[src/rtl/rpn_exec_unit_if.sv]
// rpn_exec_unit_if: key/stack bus between the numpad/stack side (master)
// and the RPN execution unit (slave).
interface rpn_exec_unit_if #(
  parameter int WIDTH   = 32,
  parameter int DEPTH_W = 6
);
  logic [4:0]         key;
  logic [WIDTH-1:0]   top;
  logic [WIDTH-1:0]   next;
  logic [DEPTH_W-1:0] count;
  logic               write;
  logic               push;
  logic               pop;
  logic [WIDTH-1:0]   value;
  logic               busy;
  logic               err_div0;
  logic               err_ovf;
  logic               err_under;

  modport master (
    output key, top, next, count,
    input  write, push, pop, value, busy, err_div0, err_ovf, err_under
  );

  modport slave (
    input  key, top, next, count,
    output write, push, pop, value, busy, err_div0, err_ovf, err_under
  );
endinterface

[src/rtl/rpn_exec_unit.sv]
// rpn_exec_unit: turns each newly pressed numpad key into one stack command
// (write, push, pop+write) with the computed value. Includes key edge
// detection, a multi-cycle restoring signed divider and sticky error flags.
// Optional build macro HEX_ENTRY_EN adds the entry_hex input, which switches
// digit entry from decimal (top*10+d) to hexadecimal ((top<<4)|d).
module rpn_exec_unit #(
  parameter int WIDTH   = 32,
  parameter int DEPTH_W = 6
) (
  input  logic                clock,
  input  logic                reset,
`ifdef HEX_ENTRY_EN
  input  logic                entry_hex,
`endif
  rpn_exec_unit_if.slave      bus
);

  localparam int CNT_W = $clog2(WIDTH);
  localparam logic [WIDTH-1:0] MOST_NEG  = {1'b1, {(WIDTH-1){1'b0}}};
  localparam logic [WIDTH-1:0] MINUS_ONE = '1;
  localparam logic signed [2*WIDTH-1:0] TEN     = (2*WIDTH)'(10);
  localparam logic signed [2*WIDTH-1:0] DEC_MAX = {{(WIDTH+1){1'b0}}, {(WIDTH-1){1'b1}}};

  typedef enum logic [1:0] {IDLE, DIV, DONE} state_t;

  state_t             state;
  logic               key_prev;
  logic               write_q, push_q, pop_q, busy_q;
  logic               err_div0_q, err_ovf_q, err_under_q;
  logic [WIDTH-1:0]   value_q;
  logic [WIDTH-1:0]   div_quo, div_rem, div_den;
  logic [CNT_W-1:0]   div_cnt;
  logic               div_neg, div_ovf;

  logic               accept, count_ok, hex_mode, is_digit;
  logic [3:0]         digit;
  logic signed [2*WIDTH-1:0] top_ext, next_ext, dec_wide, mul_wide;
  logic [WIDTH-1:0]   sum, diff, next_mag, top_mag;
  logic               add_ovf, sub_ovf, mul_ovf;
  logic               cmd_write, cmd_push, cmd_pop, cmd_ovf, cmd_under, cmd_div0, cmd_div;
  logic [WIDTH-1:0]   cmd_value;
  logic [WIDTH:0]     rem_shift, rem_diff;
  logic               q_bit;
  logic [WIDTH-1:0]   rem_next, quo_next, quo_signed;

`ifdef HEX_ENTRY_EN
  assign hex_mode = entry_hex;
`else
  assign hex_mode = 1'b0;
`endif

  assign accept   = bus.key[4] & ~key_prev & ~busy_q;
  assign count_ok = (bus.count >= DEPTH_W'(2));

  assign top_ext  = {{WIDTH{bus.top[WIDTH-1]}}, bus.top};
  assign next_ext = {{WIDTH{bus.next[WIDTH-1]}}, bus.next};
  assign dec_wide = top_ext * TEN + $signed({{(2*WIDTH-4){1'b0}}, digit});
  assign mul_wide = next_ext * top_ext;
  assign sum      = bus.next + bus.top;
  assign diff     = bus.next - bus.top;
  assign add_ovf  = (bus.next[WIDTH-1] == bus.top[WIDTH-1]) && (sum[WIDTH-1] != bus.next[WIDTH-1]);
  assign sub_ovf  = (bus.next[WIDTH-1] != bus.top[WIDTH-1]) && (diff[WIDTH-1] != bus.next[WIDTH-1]);
  assign mul_ovf  = mul_wide[2*WIDTH-1:WIDTH-1] != {(WIDTH+1){mul_wide[WIDTH-1]}};
  assign next_mag = bus.next[WIDTH-1] ? -bus.next : bus.next;
  assign top_mag  = bus.top[WIDTH-1] ? -bus.top : bus.top;

  assign rem_shift  = {div_rem, div_quo[WIDTH-1]};
  assign rem_diff   = rem_shift - {1'b0, div_den};
  assign q_bit      = ~rem_diff[WIDTH];
  assign rem_next   = q_bit ? rem_diff[WIDTH-1:0] : rem_shift[WIDTH-1:0];
  assign quo_next   = {div_quo[WIDTH-2:0], q_bit};
  assign quo_signed = div_neg ? -quo_next : quo_next;

  // Map the numpad key code to its digit value
  always_comb begin
    is_digit = 1'b1;
    digit    = 4'd0;
    case (bus.key[3:0])
      4'b0000: digit = 4'd1;
      4'b0001: digit = 4'd4;
      4'b0010: digit = 4'd7;
      4'b0011: digit = 4'd0;
      4'b0100: digit = 4'd2;
      4'b0101: digit = 4'd5;
      4'b0110: digit = 4'd8;
      4'b1000: digit = 4'd3;
      4'b1001: digit = 4'd6;
      4'b1010: digit = 4'd9;
      default: is_digit = 1'b0;
    endcase
  end

  // Decide the command, result and error outcome for the current key
  always_comb begin
    cmd_write = 1'b0;
    cmd_push  = 1'b0;
    cmd_pop   = 1'b0;
    cmd_value = value_q;
    cmd_ovf   = 1'b0;
    cmd_under = 1'b0;
    cmd_div0  = 1'b0;
    cmd_div   = 1'b0;
    if (is_digit) begin
      cmd_write = 1'b1;
      if (hex_mode) begin
        cmd_value = {bus.top[WIDTH-5:0], digit};
        cmd_ovf   = |bus.top[WIDTH-1:WIDTH-4];
      end else begin
        cmd_value = dec_wide[WIDTH-1:0];
        cmd_ovf   = dec_wide > DEC_MAX;
      end
    end else begin
      case (bus.key[3:0])
        4'b0111: begin
          cmd_write = 1'b1;
          cmd_value = -bus.top;
          cmd_ovf   = (bus.top == MOST_NEG);
        end
        4'b1100: cmd_push = 1'b1;
        4'b1101, 4'b1110, 4'b1111: begin
          if (!count_ok) begin
            cmd_under = 1'b1;
          end else begin
            cmd_write = 1'b1;
            cmd_pop   = 1'b1;
            case (bus.key[1:0])
              2'b01:   begin cmd_value = sum;                  cmd_ovf = add_ovf; end
              2'b10:   begin cmd_value = diff;                 cmd_ovf = sub_ovf; end
              default: begin cmd_value = mul_wide[WIDTH-1:0];  cmd_ovf = mul_ovf; end
            endcase
          end
        end
        4'b1011: begin
          if (!count_ok)             cmd_under = 1'b1;
          else if (bus.top == '0)    cmd_div0  = 1'b1;
          else                       cmd_div   = 1'b1;
        end
        default: ;
      endcase
    end
  end

  // Control FSM: key edge detection, command pulses, divider iterations and flags
  always_ff @(posedge clock) begin
    if (!reset) begin
      state       <= IDLE;
      key_prev    <= 1'b0;
      write_q     <= 1'b0;
      push_q      <= 1'b0;
      pop_q       <= 1'b0;
      busy_q      <= 1'b0;
      value_q     <= '0;
      err_div0_q  <= 1'b0;
      err_ovf_q   <= 1'b0;
      err_under_q <= 1'b0;
      div_quo     <= '0;
      div_rem     <= '0;
      div_den     <= '0;
      div_cnt     <= '0;
      div_neg     <= 1'b0;
      div_ovf     <= 1'b0;
    end else begin
      key_prev <= bus.key[4];
      write_q  <= 1'b0;
      push_q   <= 1'b0;
      pop_q    <= 1'b0;
      case (state)
        DIV: begin
          div_quo <= quo_next;
          div_rem <= rem_next;
          div_cnt <= div_cnt + CNT_W'(1);
          if (div_cnt == CNT_W'(WIDTH-1)) begin
            state   <= DONE;
            busy_q  <= 1'b0;
            write_q <= 1'b1;
            pop_q   <= 1'b1;
            value_q <= quo_signed;
            if (div_ovf) err_ovf_q <= 1'b1;
          end
        end
        default: begin
          state <= IDLE;
          if (accept) begin
            write_q     <= cmd_write;
            push_q      <= cmd_push;
            pop_q       <= cmd_pop;
            err_ovf_q   <= cmd_ovf;
            err_under_q <= cmd_under;
            err_div0_q  <= cmd_div0;
            if (cmd_write) value_q <= cmd_value;
            if (cmd_div) begin
              state   <= DIV;
              busy_q  <= 1'b1;
              div_quo <= next_mag;
              div_rem <= '0;
              div_den <= top_mag;
              div_cnt <= '0;
              div_neg <= bus.next[WIDTH-1] ^ bus.top[WIDTH-1];
              div_ovf <= (bus.next == MOST_NEG) && (bus.top == MINUS_ONE);
            end
          end
        end
      endcase
    end
  end

  assign bus.write     = write_q;
  assign bus.push      = push_q;
  assign bus.pop       = pop_q;
  assign bus.value     = value_q;
  assign bus.busy      = busy_q;
  assign bus.err_div0  = err_div0_q;
  assign bus.err_ovf   = err_ovf_q;
  assign bus.err_under = err_under_q;

endmodule

[src/flat_wrapper.sv]
// flat-port wrapper written by rule: the top's interface ports become plain ports
module rpn_exec_unit_flat 
#(
  parameter int WIDTH   = 32,
  parameter int DEPTH_W = 6
)
  (clock, reset, bus_key, bus_top, bus_next, bus_count, bus_write, bus_push, bus_pop, bus_value, bus_busy, bus_err_div0, bus_err_ovf, bus_err_under);
  rpn_exec_unit_if #(.WIDTH(WIDTH), .DEPTH_W(DEPTH_W)) bus_i ();
  input  logic clock;
  input  logic reset;
  input wire logic [$bits(bus_i.key)-1:0] bus_key;
  input wire logic [$bits(bus_i.top)-1:0] bus_top;
  input wire logic [$bits(bus_i.next)-1:0] bus_next;
  input wire logic [$bits(bus_i.count)-1:0] bus_count;
  output wire logic [$bits(bus_i.write)-1:0] bus_write;
  output wire logic [$bits(bus_i.push)-1:0] bus_push;
  output wire logic [$bits(bus_i.pop)-1:0] bus_pop;
  output wire logic [$bits(bus_i.value)-1:0] bus_value;
  output wire logic [$bits(bus_i.busy)-1:0] bus_busy;
  output wire logic [$bits(bus_i.err_div0)-1:0] bus_err_div0;
  output wire logic [$bits(bus_i.err_ovf)-1:0] bus_err_ovf;
  output wire logic [$bits(bus_i.err_under)-1:0] bus_err_under;
  assign bus_i.key = bus_key;
  assign bus_i.top = bus_top;
  assign bus_i.next = bus_next;
  assign bus_i.count = bus_count;
  assign bus_write = bus_i.write;
  assign bus_push = bus_i.push;
  assign bus_pop = bus_i.pop;
  assign bus_value = bus_i.value;
  assign bus_busy = bus_i.busy;
  assign bus_err_div0 = bus_i.err_div0;
  assign bus_err_ovf = bus_i.err_ovf;
  assign bus_err_under = bus_i.err_under;
  rpn_exec_unit #(.WIDTH(WIDTH), .DEPTH_W(DEPTH_W)) u_core (.clock(clock), .reset(reset), .bus(bus_i));
endmodule
[config.mk]
export PLATFORM = sky130hd
export DESIGN_NAME = rpn_exec_unit_flat
export DESIGN_NICKNAME = d
export VERILOG_FILES = /design/src/rtl/rpn_exec_unit_if.sv /design/src/rtl/rpn_exec_unit.sv /design/src/flat_wrapper.sv
export SDC_FILE = /design/constraint.sdc
export NUM_CORES = 2
export LEC_CHECK = 0
export ABC_AREA = 1
export BUFFER_PORTS_ARGS = -buffer_cell sky130_fd_sc_hd__buf_4
export CAP_MARGIN = 20
export CORE_MARGIN = 2
export CORE_UTILIZATION = 55
export DETAILED_ROUTE_END_ITERATION = 7
export PLACE_DENSITY = 0.69
export SLEW_MARGIN = 20
export SYNTH_ARGS = -nofsm -noshare
export SYNTH_HDL_FRONTEND = slang
export SYNTH_SLANG_ARGS = --single-unit
[constraint.sdc]
create_clock -name clock -period 20.8 [get_ports clock]
set_input_delay 4.16 -clock clock [delete_from_list [all_inputs] [get_ports clock]]
set_output_delay 4.16 -clock clock [all_outputs]
set_load 0.05 [all_outputs]
# --- Yosys cells after proc, flatten, opt, wreduce, memory -nomap -nowiden ---
# Index checks and enable logic that the tools add are counted.
# Widths: inputs -> output; s select.
word_totals:
  register_bits: 145
  latchBits: 0
  mem_bits_rw: 0
  mem_bits_ro: 0
  out_inout_bits: 39
  elab_cells: 147
  mem_count: 0
op_classes:
  addsub: 8
  n_mul: 2
  n_div: 0
  magnitude_cmp: 2
  eq_ne: 30
  n_shift: 0
  muxes: 61
  bitwise: 9
  reduce_logical: 19
op_table:
  columns: ["op", "count"]
  rows:
  - ["$mux 32", 16]
  - ["$pmux 32 s2", 2]
  - ["$eq 32x32->1 const B", 3]
  - ["$neg 32->32", 3]
  - ["$add 64x5->64", 1]
  - ["$gt 64x32->1 const B", 1]
  - ["$mul 32x32->64", 1]
  - ["$mul 32x4->36 const B", 1]
  - ["$pmux 4 s9", 1]
  - ["$mux 1", 33]
  - ["$sub 33x32->33", 1]
  - ["$add 32x32->32", 1]
  - ["$eq 4x4->1 const B", 8]
  - ["$logic_not 32->1", 1]
  - ["$ne 32x32->1", 1]
  - ["$sub 32x32->32", 1]
  - ["$eq 4x3->1 const B", 4]
  - ["$mux 5", 3]
  - ["$reduce_or 10->1", 1]
  - ["$reduce_and 3->1", 3]
  - ["$eq 4x2->1 const B", 2]
  - ["$reduce_or 4->1", 2]
  - ["$ge 6x2->1 const B", 1]
  - ["$mux 2", 3]
  - ["20 further kinds", 37]

# --- Depth between registers and ports, before layout ---
depth:
  ltp_word: 9
  depth_mapped: 43
  mapped_depth_nobuf: 41

# --- Worst setup path after synthesis ---
# Ideal clock, no wire load.
synth_timing:
  path_type: "input port to flip-flop"
  from: "in bus_next[31]"
  to: "reg u_core.err_ovf_q (netlist: u_core.bus.err_ovf)"
  setup_time_ns: 0.120
  arrival_time_ns: 12.281
  t_required_ns: 20.680
  path_slack_ns: 8.399
  cell_stages: 37
  path_buffers: 3
  cell_sequence: "clkbuf_1 > clkbuf_1 > buf_1 > nand2_1 > inv_1 > fa_1 > fa_1 > fa_1 > fa_1 > inv_1 > fa_1 > fa_1 > fa_1 > inv_1 > fa_1 > ha_1 > nand2_1 > inv_1 > nand2_1 > nor2_1 > nand2_1 > nor3_1 > nand2_1 > nand3_1 > nand2_1 > nand2_1 > nand3_1 > nor2_1 > nand2_1 > nand2_1 > nand2_1 > nor2_1 > nand4_1 > nand2_1 > nand2_1 > nand2_1 > a21oi_1"
synth_via:
  elab_chain_cells: 9
  elab_cells_between_ends: 16
  classes_between: "add/sub (2); mul (1); eq/ne (5); mux (6); reduce/logical (2)"
synth_lines:
  columns: ["element", "line", "text"]
  rows:
  - ["from (decl)", "flat_wrapper.sv:13", "input wire logic [$bits(bus_i.next)-1:0] bus_next;"]
  - ["parallel branches: the longest is 3 deep, another holds $mul 32x32->64", null, null]
  - ["$pmux 1 s2 (*)", "rpn_exec_unit.sv:126", "case (bus.key[1:0])"]
  - ["$mux 1 (*)", "rpn_exec_unit.sv:121", "if (!count_ok) begin"]
  - ["$pmux 1 s2 (*)", "rpn_exec_unit.sv:113", "case (bus.key[3:0])"]
  - ["$mux 1 (*)", "rpn_exec_unit.sv:103", "if (is_digit) begin"]
  - ["$mux 1 (*)", "rpn_exec_unit.sv:183", "if (accept) begin"]
  - ["$mux 1 (*)", "rpn_exec_unit.sv:167", "case (state)"]
  - ["to (signal assigned)", "rpn_exec_unit.sv:187", "err_ovf_q <= cmd_ovf;"]
  - ["to (decl)", "rpn_exec_unit.sv:29", "logic err_div0_q, err_ovf_q, err_under_q;"]
# Mark *: on every way between the ends. The select of a mux whose other input is x is not followed.
# A chain may end at the register's enable or synchronous reset.

# --- Final worst setup path ---
layout_timing:
  from: "in bus_top[31]"
  to: "reg u_core.err_ovf_q (netlist: u_core.bus.err_ovf)"
layout_via:
  elab_chain_cells: 9
  elab_cells_between_ends: 20
  classes_between: "add/sub (3); mul (2); order compare (1); eq/ne (6); mux (6); reduce/logical (2)"
layout_lines:
  columns: ["element", "line", "text"]
  rows:
  - ["from (decl)", "flat_wrapper.sv:12", "input wire logic [$bits(bus_i.top)-1:0] bus_top;"]
  - ["parallel branches: the longest is 6 deep, another holds $add 64x5->64", null, null]
  - ["$mux 1 (*)", "rpn_exec_unit.sv:103", null]
  - ["$mux 1 (*)", "rpn_exec_unit.sv:183", null]
  - ["$mux 1 (*)", "rpn_exec_unit.sv:167", null]
# Marks and branches as above.

==> key figures <==
Worst setup path
  • CP Data Arrival Time: approximately 14,000 ps
  • Slowest cell on the critical path: clkinv_1
  • Crit Path Category: primary input to flop
  • CP required: 21,140 ps
  • CP max FO: 60
  • Crit-path max cell delay: 950 ps
  • Crit. End Element: flop
  • Crit path launch type: primary input
  • CP most frequent cell: fa_1

Clock tree
  • Setup Buffers After CTS: 0
  • Post-CTS Resized: 0
  • Clk sinks: 145
  • TritonCTS Buffers: 17
  • Htree depth: 4
  • TritonCTS clock tree: done
  • Clock Latency Late Sink: 460 ps
  • Clock buffer depth: 2
  • Clock Tree Root: clkbuf_16
  • Worst-path clk slew: 70 ps
  • CTS Hold Bufs: 0

Logic synthesis
  • Post-Syn Nets: 9,628
  • Largest area contributor in the netlist: fa_1
  • Post-synth EDFFs: 0
  • Post-synth top area share: 0.382
  • Netlist cell types: 63
  • Yosys warns: 0
  • Gate Count Post-Synth: 8,108
  • Post-Synthesis Cell Area: 0.0569 mm^2
  • Syn Area/Cell: between 7 and 8 um^2
  • Asr flop ratio synth: 0
  • Seq cells post-synth: 145
  • Most used DFF post-synth: dfxtp_1
  • Sequential cell area fraction in the yosys report: 0.0510
  • Synth top area cells: fa_1 (38%), nand2_1 (15%), inv_1 (12%)

Layout
  • NumNets Final: roughly 9,400
  • P&R area growth vs syn: 3.58%
  • Non-Filler Instances: 9,308
  • Final Cell Area: 0.0590 mm^2
  • Fraction of layout cells with a size suffix above 1: 0.0344

Placed design
  • Dpl cells: 9,265
  • Cell Area, Placed: 0.0583 mm^2
  • Post-DP HPWL: 162,000 um
  • GP Congestion: 1.08
  • Pre-CTS setup slack: 6600 ps
  • Port bufs: 114

Floorplanning
  • Die ar.: 0.106 mm^2
  • Die height: 326 um
  • Io pins: roughly 120
  • # rows: 118
  • Core footprint: about 0.10 mm^2
  • Die outline width: approximately 330 um
  • Starting Density: 0.553

Timing
  • Final setup fails: 0
  • Period utilization: 0.678
  • Rel. slew slack: 0.318
  • Peak Freq: just over 70 MHz
  • Fin. Hold Viols: 0
  • Slew @ Worst Pin: 1020 ps
  • Worst Skew: 14.6 ps
  • Fin Setup TNS: 0 ps
  • Fin crit period: roughly 14,000 ps
  • Setup WS post-layout: 6700 ps
  • Slew Viols, Final: 0
  • RSZ-0062 raised after global routing: false

Drt
  • Drt first pass iters: 7
  • Post-DR wirelength/cell: 22.3 um
  • Final ANT Viol Nets: 0
  • Final WL: around 210,000 um
  • 1st-iter DRT viols: 5,850
  • Via-to-Cell Ratio: 5.68
  • DRC viols: 0
  • Via count: between 50,000 and 60,000

Hold path
  • Hold Crit Class: flop to flop

Global route
  • Initial antenna violation count: 17
  • Largest net degree at the start of global routing: 80
  • Total GRT Usage: 0.395
  • Vias in the first global route: a little over 50,000
  • Grt total ovfl: 0
  • First-pass GRT wire length: 317,000 um

Status
  • Status: finished clean

Run
  • Max cap viols: 0
==> Yosys cell counts, drive strengths merged, types with 69 or more instances <==
cell and n:
xor2 99, clkbuf 300, a21oi 419, nand3 276, o21ai 277, ha 356, nand2 2263, buf 69
dfxtp 145, fa 1087, nand4 73, inv 1873, nor2 505
==> sequential cells by signal, summed over array words and instances (netlist names) <==
register	flops
u_core.bus.busy	1
u_core.bus.err_div0	1
u_core.bus.err_ovf	1
u_core.bus.err_under	1
u_core.bus.pop	1
u_core.bus.push	1
u_core.bus.value	32
u_core.bus.write	1
u_core.div_cnt	5
u_core.div_den	32
u_core.div_neg	1
u_core.div_ovf	1
u_core.div_quo	32
u_core.div_rem	32
u_core.key_prev	1
u_core.state	2
==> cell type report <==
class                   count  area (um^2)
diodes                     11         27.5
clock buffers              18          439
well taps                1380         1730
repair buffers            146         1100
inverters                1882         7070
multi-input cells        5712        45600
clock inverters            14          170
flip-flops and latches    145         2900
fillers                 10100        44100
==> critical path: cells and delay by family <==
kind / cells / cell delay (ps)
fa+ha+maj: 9 / 4760
simple gates: 17 / 3170
buf+inv: 4 / 2170
compound gates: 1 / 90
==> placed cells by master (no fill, tap or decap), drive strengths merged, types with 7 or more instances in the layout <==
master / synthesis / final
a211oi: 21 / 21
a21o: 10 / 10
a21oi: 419 / 419
a31oi: 42 / 42
buf: 69 / 146
clkbuf: 300 / 18
clkinv: 9 / 13
dfxtp: 145 / 145
diode: 0 / 11
fa: 1087 / 1087
ha: 356 / 356
inv: 1873 / 1880
nand2: 2263 / 2263
nand3: 276 / 276
nand3b: 11 / 11
nand4: 73 / 73
nor2: 505 / 505
nor3: 67 / 67
nor4: 19 / 19
o211ai: 37 / 37
o21a: 8 / 8
o21ai: 277 / 277
o21bai: 27 / 27
o221ai: 10 / 10
o22ai: 7 / 7
o31ai: 9 / 9
or2: 20 / 20
xnor2: 37 / 37
xor2: 99 / 99
==> path summary, 6_finish.rpt <==
check | to | depth (start not counted) | start | slack, ps
setup / recovery | u_core.bus.err_ovf | 31 | bus_top[31] | 6700
hold / removal | u_core.div_cnt[4] | 2 | u_core.div_cnt[4] | 470
setup reg to reg | u_core.bus.value[30] | 27 | u_core.div_quo[31] | 15710
hold reg to reg | u_core.div_cnt[4] | 2 | u_core.div_cnt[4] | 470
==> cell families after synthesis <==
logic type      count (synthesis)  synth area share
compound gates                889            0.0863
flops                         145            0.0510
buf+inv                      2251             0.150
xor+xnor                      136            0.0210
fa+ha+maj                    1443             0.460
simple gates                 3244             0.231
==> per-layer routing <==
layer	routed length [um]	global-route usage	share of wire
met1	81600	0.540	0.39
met2	87500	0.581	0.42
met3	27600	0.127	0.13
met4	10400	0.157	0.050
met5	61	0	0.00029
==> metrics by stage <==
step           hold slack (ps)  utilization
6_report                   471        0.572
5_1_grt                    493        0.572
4_1_cts                    471        0.572
3_5_place_dp               461        0.566
3_3_place_gp               454        0.566
2_1_floorplan              436            -
Power is left out: the tool's default activity adds up to more than one toggle a clock period on the data nets, which glitch-free logic cannot reach.
